[src/rtl/apb2axi_pkg.sv]
// Shared AXI constants for the APB-to-AXI bridge.
// Default bus widths and fixed AXI3 field encodings.
package apb2axi_pkg;

  localparam int DEF_AXI_ADDR_W = 32;
  localparam int DEF_AXI_DATA_W = 32;
  localparam int DEF_AXI_ID_W   = 4;

  localparam logic [1:0] AXI_BURST_INCR    = 2'b01;
  localparam logic [3:0] AXI_CACHE_DEFAULT = 4'b0011;

  localparam logic [1:0] AXI_RESP_OKAY   = 2'b00;
  localparam logic [1:0] AXI_RESP_EXOKAY = 2'b01;
  localparam logic [1:0] AXI_RESP_SLVERR = 2'b10;
  localparam logic [1:0] AXI_RESP_DECERR = 2'b11;

endpackage

[src/rtl/apb2axi_wr_order_fifo.sv]
// Small synchronous FIFO holding AW grant order.
// Push and pop may coincide even when full.
module apb2axi_wr_order_fifo #(
  parameter int W     = 1,
  parameter int DEPTH = 4
) (
  input  logic                         aclk,
  input  logic                         aresetn,
  input  logic                         i_push,
  input  logic [W-1:0]                 i_din,
  input  logic                         i_pop,
  output logic [W-1:0]                 o_dout,
  output logic                         o_full,
  output logic                         o_empty,
  output logic [$clog2(DEPTH+1)-1:0]   o_count
);

  localparam int PTR_W = (DEPTH > 1) ? $clog2(DEPTH) : 1;
  localparam int CNT_W = $clog2(DEPTH + 1);

  logic [W-1:0]     r_mem [DEPTH];
  logic [PTR_W-1:0] r_wptr;
  logic [PTR_W-1:0] r_rptr;
  logic [CNT_W-1:0] r_count;
  logic             w_push;
  logic             w_pop;

  function automatic logic [PTR_W-1:0] ptr_inc(
    input logic [PTR_W-1:0] p
  );
    return (p == PTR_W'(DEPTH - 1)) ? '0 : p + 1'b1;
  endfunction

  assign o_full  = (r_count == CNT_W'(DEPTH));
  assign o_empty = (r_count == '0);
  assign o_count = r_count;
  assign o_dout  = r_mem[r_rptr];
  assign w_pop   = i_pop && !o_empty;
  assign w_push  = i_push && (!o_full || w_pop);

  // Pointers and occupancy.
  always_ff @(posedge aclk) begin
    if (!aresetn) begin
      r_wptr  <= '0;
      r_rptr  <= '0;
      r_count <= '0;
    end else begin
      if (w_push) r_wptr <= ptr_inc(r_wptr);
      if (w_pop)  r_rptr <= ptr_inc(r_rptr);
      if (w_push && !w_pop)
        r_count <= r_count + 1'b1;
      else if (!w_push && w_pop)
        r_count <= r_count - 1'b1;
    end
  end

  // Storage, no reset needed.
  always_ff @(posedge aclk) begin
    if (w_push) r_mem[r_wptr] <= i_din;
  end

endmodule

[src/rtl/apb2axi_wr_arbiter.sv]
// Shares one AXI3 write port among N_REQ builders.
// Round-robin AW, W in grant order, B routed by ID.
module apb2axi_wr_arbiter
  import apb2axi_pkg::*;
#(
  parameter int N_REQ       = 2,
  parameter int AXI_ADDR_W  = DEF_AXI_ADDR_W,
  parameter int AXI_DATA_W  = DEF_AXI_DATA_W,
  parameter int AXI_ID_W    = DEF_AXI_ID_W,
  parameter int ORDER_DEPTH = 4
) (
  input  logic                         aclk,
  input  logic                         aresetn,
  input  logic [N_REQ-1:0]             s_awvalid,
  output logic [N_REQ-1:0]             s_awready,
  input  logic [N_REQ*AXI_ID_W-1:0]    s_awid,
  input  logic [N_REQ*AXI_ADDR_W-1:0]  s_awaddr,
  input  logic [N_REQ*4-1:0]           s_awlen,
  input  logic [N_REQ*3-1:0]           s_awsize,
  input  logic [N_REQ-1:0]             s_wvalid,
  output logic [N_REQ-1:0]             s_wready,
  input  logic [N_REQ*AXI_DATA_W-1:0]  s_wdata,
  input  logic [N_REQ*AXI_DATA_W/8-1:0] s_wstrb,
  input  logic [N_REQ-1:0]             s_wlast,
  output logic [N_REQ-1:0]             s_bvalid,
  input  logic [N_REQ-1:0]             s_bready,
  output logic [1:0]                   s_bresp,
  output logic [AXI_ID_W-1:0]          m_awid,
  output logic [AXI_ADDR_W-1:0]        m_awaddr,
  output logic [3:0]                   m_awlen,
  output logic [2:0]                   m_awsize,
  output logic [1:0]                   m_awburst,
  output logic [1:0]                   m_awlock,
  output logic [3:0]                   m_awcache,
  output logic [2:0]                   m_awprot,
  output logic                         m_awvalid,
  input  logic                         m_awready,
  output logic [AXI_DATA_W-1:0]        m_wdata,
  output logic [AXI_DATA_W/8-1:0]      m_wstrb,
  output logic                         m_wlast,
  output logic                         m_wvalid,
  input  logic                         m_wready,
  input  logic [AXI_ID_W-1:0]          m_bid,
  input  logic [1:0]                   m_bresp,
  input  logic                         m_bvalid,
  output logic                         m_bready,
  output logic [$clog2(ORDER_DEPTH+1)-1:0] wr_outstanding,
  output logic                         err_bid
);

  localparam int IDX_W  = $clog2(N_REQ);
  localparam int STRB_W = AXI_DATA_W / 8;

  typedef enum logic {
    ST_IDLE,
    ST_AW_HOLD
  } state_t;

  state_t           r_state;
  state_t           w_state_nxt;
  logic [IDX_W-1:0] r_grant;
  logic [IDX_W-1:0] w_grant_nxt;
  logic [IDX_W-1:0] r_rr_ptr;
  logic [IDX_W-1:0] w_rr_nxt;
  logic [IDX_W-1:0] w_pick;
  logic [IDX_W-1:0] w_cand;
  logic             w_found;
  logic             w_push;
  logic             w_pop;
  logic             w_full;
  logic             w_empty;
  logic             w_wact;
  logic [IDX_W-1:0] w_head;
  logic [IDX_W-1:0] w_bidx;

  // Round-robin search from rr_ptr, wrapping.
  always_comb begin
    w_pick  = '0;
    w_cand  = '0;
    w_found = 1'b0;
    for (int k = 0; k < N_REQ; k++) begin
      w_cand = IDX_W'((int'(r_rr_ptr) + k) % N_REQ);
      if (!w_found && s_awvalid[w_cand]) begin
        w_found = 1'b1;
        w_pick  = w_cand;
      end
    end
  end

  // AW state, grant and rr pointer.
  always_ff @(posedge aclk) begin
    if (!aresetn) begin
      r_state  <= ST_IDLE;
      r_grant  <= '0;
      r_rr_ptr <= '0;
    end else begin
      r_state  <= w_state_nxt;
      r_grant  <= w_grant_nxt;
      r_rr_ptr <= w_rr_nxt;
    end
  end

  // AW next state and handshake outputs.
  always_comb begin
    w_state_nxt = r_state;
    w_grant_nxt = r_grant;
    w_rr_nxt    = r_rr_ptr;
    w_push      = 1'b0;
    m_awvalid   = 1'b0;
    s_awready   = '0;
    unique case (r_state)
      ST_IDLE: begin
        if (w_found && !w_full) begin
          w_grant_nxt = w_pick;
          w_state_nxt = ST_AW_HOLD;
        end
      end
      ST_AW_HOLD: begin
        m_awvalid = aresetn;
        if (m_awready && aresetn) begin
          s_awready[r_grant] = 1'b1;
          w_push      = 1'b1;
          w_state_nxt = ST_IDLE;
          w_rr_nxt    = (r_grant == IDX_W'(N_REQ - 1))
                      ? '0 : r_grant + 1'b1;
        end
      end
      default: w_state_nxt = ST_IDLE;
    endcase
  end

  // AW payload from the granted requester.
  always_comb begin
    m_awid    = s_awid[r_grant*AXI_ID_W +: AXI_ID_W];
    m_awid[IDX_W-1:0] = r_grant;
    m_awaddr  = s_awaddr[r_grant*AXI_ADDR_W +: AXI_ADDR_W];
    m_awlen   = s_awlen[r_grant*4 +: 4];
    m_awsize  = s_awsize[r_grant*3 +: 3];
    m_awburst = AXI_BURST_INCR;
    m_awlock  = 2'b00;
    m_awcache = AXI_CACHE_DEFAULT;
    m_awprot  = 3'b000;
  end

  apb2axi_wr_order_fifo #(
    .W     (IDX_W),
    .DEPTH (ORDER_DEPTH)
  ) u_order (
    .aclk    (aclk),
    .aresetn (aresetn),
    .i_push  (w_push),
    .i_din   (r_grant),
    .i_pop   (w_pop),
    .o_dout  (w_head),
    .o_full  (w_full),
    .o_empty (w_empty),
    .o_count (wr_outstanding)
  );

  assign w_wact = !w_empty && aresetn;
  assign w_pop  = m_wvalid && m_wready && m_wlast;

  // W steering from the oldest granted requester.
  always_comb begin
    m_wdata  = s_wdata[w_head*AXI_DATA_W +: AXI_DATA_W];
    m_wstrb  = s_wstrb[w_head*STRB_W +: STRB_W];
    m_wlast  = s_wlast[w_head];
    m_wvalid = w_wact && s_wvalid[w_head];
    s_wready = '0;
    if (w_wact) s_wready[w_head] = m_wready;
  end

  assign w_bidx  = m_bid[IDX_W-1:0];
  assign s_bresp = m_bresp;

  // B routing by ID index; unmapped ones are drained.
  always_comb begin
    s_bvalid = '0;
    m_bready = 1'b1;
    err_bid  = 1'b0;
    if ({1'b0, w_bidx} < (IDX_W+1)'(N_REQ)) begin
      s_bvalid[w_bidx] = m_bvalid;
      m_bready = s_bready[w_bidx];
    end else begin
      err_bid = m_bvalid;
    end
  end

endmodule
[config.mk]
export PLATFORM = sky130hd
export DESIGN_NAME = apb2axi_wr_arbiter
export DESIGN_NICKNAME = d
export VERILOG_FILES = /design/src/rtl/apb2axi_pkg.sv /design/src/rtl/apb2axi_wr_order_fifo.sv /design/src/rtl/apb2axi_wr_arbiter.sv
export SDC_FILE = /design/constraint.sdc
export NUM_CORES = 1
export LEC_CHECK = 0
export ABC_AREA = 1
export BUFFER_PORTS_ARGS = -buffer_cell sky130_fd_sc_hd__buf_2
export CAP_MARGIN = 40
export CORE_AREA = 2 2 111 113
export DETAILED_ROUTE_END_ITERATION = 12
export DIE_AREA = 0 0 113 115
export HOLD_SLACK_MARGIN = 0.12
export MAX_ROUTING_LAYER = met4
export RECOVER_POWER = 100
export SETUP_SLACK_MARGIN = 0.3
export SLEW_MARGIN = 20
export SYNTH_ARGS = -nofsm -noshare
export SYNTH_HDL_FRONTEND = slang
export SYNTH_SLANG_ARGS = --single-unit
[constraint.sdc]
create_clock -name aclk -period 5.7 [get_ports aclk]
set_clock_uncertainty 0.05 [all_clocks]
set_input_delay 0.57 -clock aclk [delete_from_list [all_inputs] [get_ports aclk]]
set_output_delay 0.57 -clock aclk [all_outputs]
set_load 0.005 [all_outputs]
==> impl_metrics.xml <==
<?xml version="1.0" encoding="UTF-8"?>
<metrics>
  <group name="cells_and_area">
    <metric name="final_util" unit="%">28.6</metric>
    <metric name="design.final.nets" unit="">821</metric>
    <metric name="antenna-diode-count" unit="">0</metric>
    <metric name="post_route_cells_drive_above_1_share" unit="%">34.1</metric>
    <metric name="fin_area" unit="mm^2">0.00338</metric>
    <metric name="area.growth.synth_to_final" unit="%">67.7</metric>
    <metric name="fill_cells" unit="">1395</metric>
  </group>
  <group name="yosys">
    <metric name="post-synth-top-count-cell" unit="">nand2_1</metric>
    <metric name="ys_top_cells_by_area" unit="">nand2_1 (47%), dfxtp_1 (12%), edfxtp_1 (6.0%)</metric>
    <metric name="synth_seq_cells" unit="">16</metric>
    <metric name="synth_edf_count" unit="">4</metric>
    <metric name="netlist_area" unit="mm^2">0.00202</metric>
    <metric name="post_synth_most_frequent_cells" unit="">nand2_1 (254), inv_1 (22), nor2_1 (16)</metric>
    <metric name="synthDominantAreaCellType" unit="">nand2_1</metric>
    <metric name="proportion_of_register_bits_with_asynchronous_set_or_reset_after_synthesis" unit="%">0</metric>
    <metric name="synth_cells" unit="">389</metric>
    <metric name="yosysTopAreaCellShare" unit="%">47.3</metric>
    <metric name="yosysWarnings" unit="">0</metric>
    <metric name="dominantRegCellSynth" unit="">dfxtp_1</metric>
    <metric name="synth.distinct_cells" unit="">28</metric>
    <metric name="avgSynthCellArea" unit="um^2">5.18</metric>
    <metric name="synth_seq_area_share" unit="%">17.9</metric>
  </group>
  <group name="global_route">
    <metric name="antenna_found_initial" unit="">0</metric>
    <metric name="grt_pass1_wl" unit="mm">12.4</metric>
    <metric name="first_global_vias" unit="">2711</metric>
    <metric name="grtUsageTotal" unit="%">12.3</metric>
    <metric name="pin_count_of_the_biggest_net_entering_global_routing" unit="">44</metric>
    <metric name="gr-total-overflow" unit="">0</metric>
  </group>
  <group name="setup_path">
    <metric name="max_stage_delay" unit="ns">1.10</metric>
    <metric name="worst_setup_path_end_kind" unit="">register</metric>
    <metric name="worstSetupStartpointType" unit="">register</metric>
    <metric name="crit_fanout" unit="">38</metric>
    <metric name="timing.setup.critical_path_class" unit="">register to register</metric>
    <metric name="worst-r2r-setup-slack" unit="ns">1.90</metric>
    <metric name="crit_path_frequent_cell" unit="">nand2_1</metric>
    <metric name="critical_path.slowest_cell" unit="">clkbuf_1</metric>
    <metric name="worst_path_dominant_cell_family" unit="">buffers and inverters</metric>
    <metric name="timing.critical_path.required" unit="ns">5.78</metric>
    <metric name="crit-reg2reg-capture" unit="">u_order.o_count[1]$_SDFFE_PN0P_</metric>
    <metric name="ff2ff_path_depth" unit="">17</metric>
    <metric name="arrival" unit="ns">3.89</metric>
    <metric name="worstPathCellList" unit="">clkinv_1 &gt; nand2_1 &gt; nand3_1 &gt; nand2_1 &gt; clkbuf_1 &gt; nand2_1 &gt; nand2_1 &gt; nor2_1 &gt; nand2_1 &gt; nand2_4 &gt; nand2_1 &gt; inv_1 &gt; ha_1 &gt; inv_1 &gt; fa_1 &gt; o21ai_0 &gt; a21oi_1</metric>
    <metric name="critical_path_buffers_and_inverters" unit="">4</metric>
  </group>
  <group name="timing">
    <metric name="timing.max_slew.rel_slack" unit="%">-16.9</metric>
    <metric name="fmax" unit="GHz">0.263</metric>
    <metric name="setup-violations-final" unit="">0</metric>
    <metric name="final_max_slew_viols" unit="">83</metric>
    <metric name="unrepaired_setup_endpoints_after_global_routing" unit="">no</metric>
    <metric name="period_needed" unit="ns">3.80</metric>
    <metric name="final_hold_viol_count" unit="">0</metric>
    <metric name="timing.final.crit_share" unit="%">66.7</metric>
    <metric name="worst_max_slew_pin_slew" unit="ns">1.75</metric>
    <metric name="whs" unit="ns">0.430</metric>
    <metric name="setup_total_negative_slack" unit="ns">0</metric>
  </group>
  <group name="power_and_ir_drop">
    <metric name="clkPwrFrac" unit="%">29.9</metric>
    <metric name="comb_power_share" unit="%">44.7</metric>
    <metric name="power_frac_seq" unit="%">25.5</metric>
    <metric name="total_switching_power" unit="uW">173</metric>
    <metric name="p_total" unit="uW">507</metric>
    <metric name="cell_internal_pwr" unit="uW">334</metric>
    <metric name="power.density_cell_area" unit="mW/mm^2">150</metric>
    <metric name="power.leakage" unit="uW">0.00208</metric>
    <metric name="power.share.switching" unit="%">34.1</metric>
    <metric name="vdd.ir_drop.worst" unit="uV">60.3</metric>
  </group>
  <group name="route">
    <metric name="drt_wl_total" unit="mm">8.47</metric>
    <metric name="drc_errors" unit="">20</metric>
    <metric name="drt_antenna_net_count" unit="">0</metric>
    <metric name="route.detailed.vias_per_inst" unit="">3.90</metric>
    <metric name="post_drt_wl_per_cell" unit="um">10.8</metric>
    <metric name="routed-via-count" unit="">3054</metric>
    <metric name="drt_first_iter_violations" unit="">80</metric>
    <metric name="detailedRoute.firstPassIterationCount" unit="">8</metric>
  </group>
  <group name="worst_hold_path">
    <metric name="hold_path_origin" unit="">r_rr_ptr$_SDFFE_PN0P_</metric>
    <metric name="holdPathEnd" unit="">r_rr_ptr$_SDFFE_PN0P_</metric>
    <metric name="hp-class" unit="">register to register</metric>
    <metric name="min_delay_path_depth" unit="">2</metric>
  </group>
  <group name="floorplan">
    <metric name="std_cell_core_area" unit="mm^2">0.0118</metric>
    <metric name="design.die.area" unit="mm^2">0.0130</metric>
    <metric name="fp-row-count" unit="">40</metric>
    <metric name="fp.dieW" unit="um">113</metric>
    <metric name="chipHeight" unit="um">115</metric>
    <metric name="io_pins" unit="">283</metric>
    <metric name="initial_utilization" unit="%">17.1</metric>
  </group>
  <group name="flow_run">
    <metric name="drv_cap" unit="">2</metric>
  </group>
  <group name="clock_network">
    <metric name="cts.root.buffer_cell" unit="">clkbuf_16</metric>
    <metric name="cts_hold_buf" unit="">0</metric>
    <metric name="cts-buffers-inserted" unit="">3</metric>
    <metric name="clock_tree_from_tritoncts" unit="">built</metric>
    <metric name="insertion_delay" unit="ns">0.25</metric>
    <metric name="htreeDepth" unit="">1</metric>
    <metric name="clk_transition_reported_paths" unit="ns">0.05</metric>
    <metric name="count_of_clock_tree_sinks" unit="">16</metric>
    <metric name="post_cts_resize_count" unit="">0</metric>
    <metric name="post_cts_buffers" unit="">0</metric>
    <metric name="max-clock-path-buffers" unit="">2</metric>
  </group>
  <group name="run_status">
    <metric name="violated_checks" unit="">DRC, capacitance limit, slew limit</metric>
    <metric name="outcome" unit="">complete, but fails checks</metric>
  </group>
  <group name="place">
    <metric name="post-dp-hpwl" unit="mm">7.24</metric>
    <metric name="place.port_buffers" unit="">261</metric>
    <metric name="gp_congestion" unit="">0.767</metric>
    <metric name="placed_cell_area" unit="mm^2">0.00340</metric>
  </group>
</metrics>
layer usage:
layer  share of wire [%]  global-route usage, %  vias up
met1                  33                   10.7     1251
met5                   0                      -        -
met2                  56                   26.4      171
li1                    -                      -     1627
met3                  10                   1.79        5
met4                 1.2                   3.74        0
per-stage QoR:
stage / worst slack [ns] / cells
finish: 1.90 / 783
global route: 1.45 / 783
CTS: 2.92 / 783
detailed placement: 2.80 / 779
global placement: 2.86 / 778
floorplan: 3.30 / 399
worst register-to-register path: cells and delay by family (launching register included):
| family | cells | cell delay [ns] |
|---|---|---|
| adders and majority gates | 2 | 0.64 |
| and+or+nand+nor | 9 | 1.07 |
| AOI/OAI and AO/OA | 2 | 0.20 |
| DFF | 1 | 0.35 |
| buffers and inverters | 4 | 1.40 |
how the worst max path moves through the flow:
stage,to,slack (ns),depth (start not counted)
after floorplan,u_order.o_count[2]$_SDFFE_PN0P_,3.30,15
after global placement,u_order.o_count[2]$_SDFFE_PN0P_,2.86,16
after detailed placement,u_order.o_count[2]$_SDFFE_PN0P_,2.80,16
after CTS,u_order.o_count[2]$_SDFFE_PN0P_,2.92,18
after global routing,u_order.o_count[2]$_SDFFE_PN0P_,1.45,19
final,u_order.o_count[1]$_SDFFE_PN0P_,1.90,17
cells by family after synthesis:
logic type | share of synthesized area [%]
AO/OA/AOI/OAI | 4.53
XOR/XNOR | 0.435
adder cells (fa/ha/maj) | 4.72
other | 0.373
buffers and inverters | 13.9
AND/OR/NAND/NOR | 57.6
multiplexers | 0.559
flip-flops | 17.9
power by group through the flow:
stage | Clock (uW) | Combinational [uW] | Sequential (uW)
3_3_place_gp | 0 | 231 | 139
6_report | 151 | 227 | 129
5_1_grt | 160 | 260 | 130
4_1_cts | 153 | 244 | 130
3_5_place_dp | 0 | 242 | 132
2_1_floorplan | 0 | 114 | 127
cells in the final DEF (no fill, tap or decap):
master	n
buf_4	1
nor2_4	1
clkbuf_16	3
nand3_1	7
fa_1	1
buf_12	1
dfxtp_1	12
nor2_1	17
clkinv_1	2
nand2_4	1
a21oi_1	8
buf_2	202
mux2_2	1
o21ai_0	5
nand2_1	256
edfxtp_1	4
clkbuf_1	61
conb_1	12
a21boi_0	1
nor2_2	3
nand2_2	2
clkbuf_8	1
nor3_1	1
xor2_1	1
o31ai_1	1
nor2_8	1
ha_1	6
a211oi_1	1
inv_1	23
final cells by class:
type / count / area (um^2) / share of cell area, %
inverter: 25 / 93.8 / 2.78
clock buffer: 4 / 88.8 / 2.63
sequential: 16 / 360 / 10.7
tap: 147 / 184 / 5.44
timing repair buffer: 265 / 1270 / 37.5
multi-input combinational: 326 / 1390 / 41.0
Note: power is estimated with default switching activity, not from simulation.
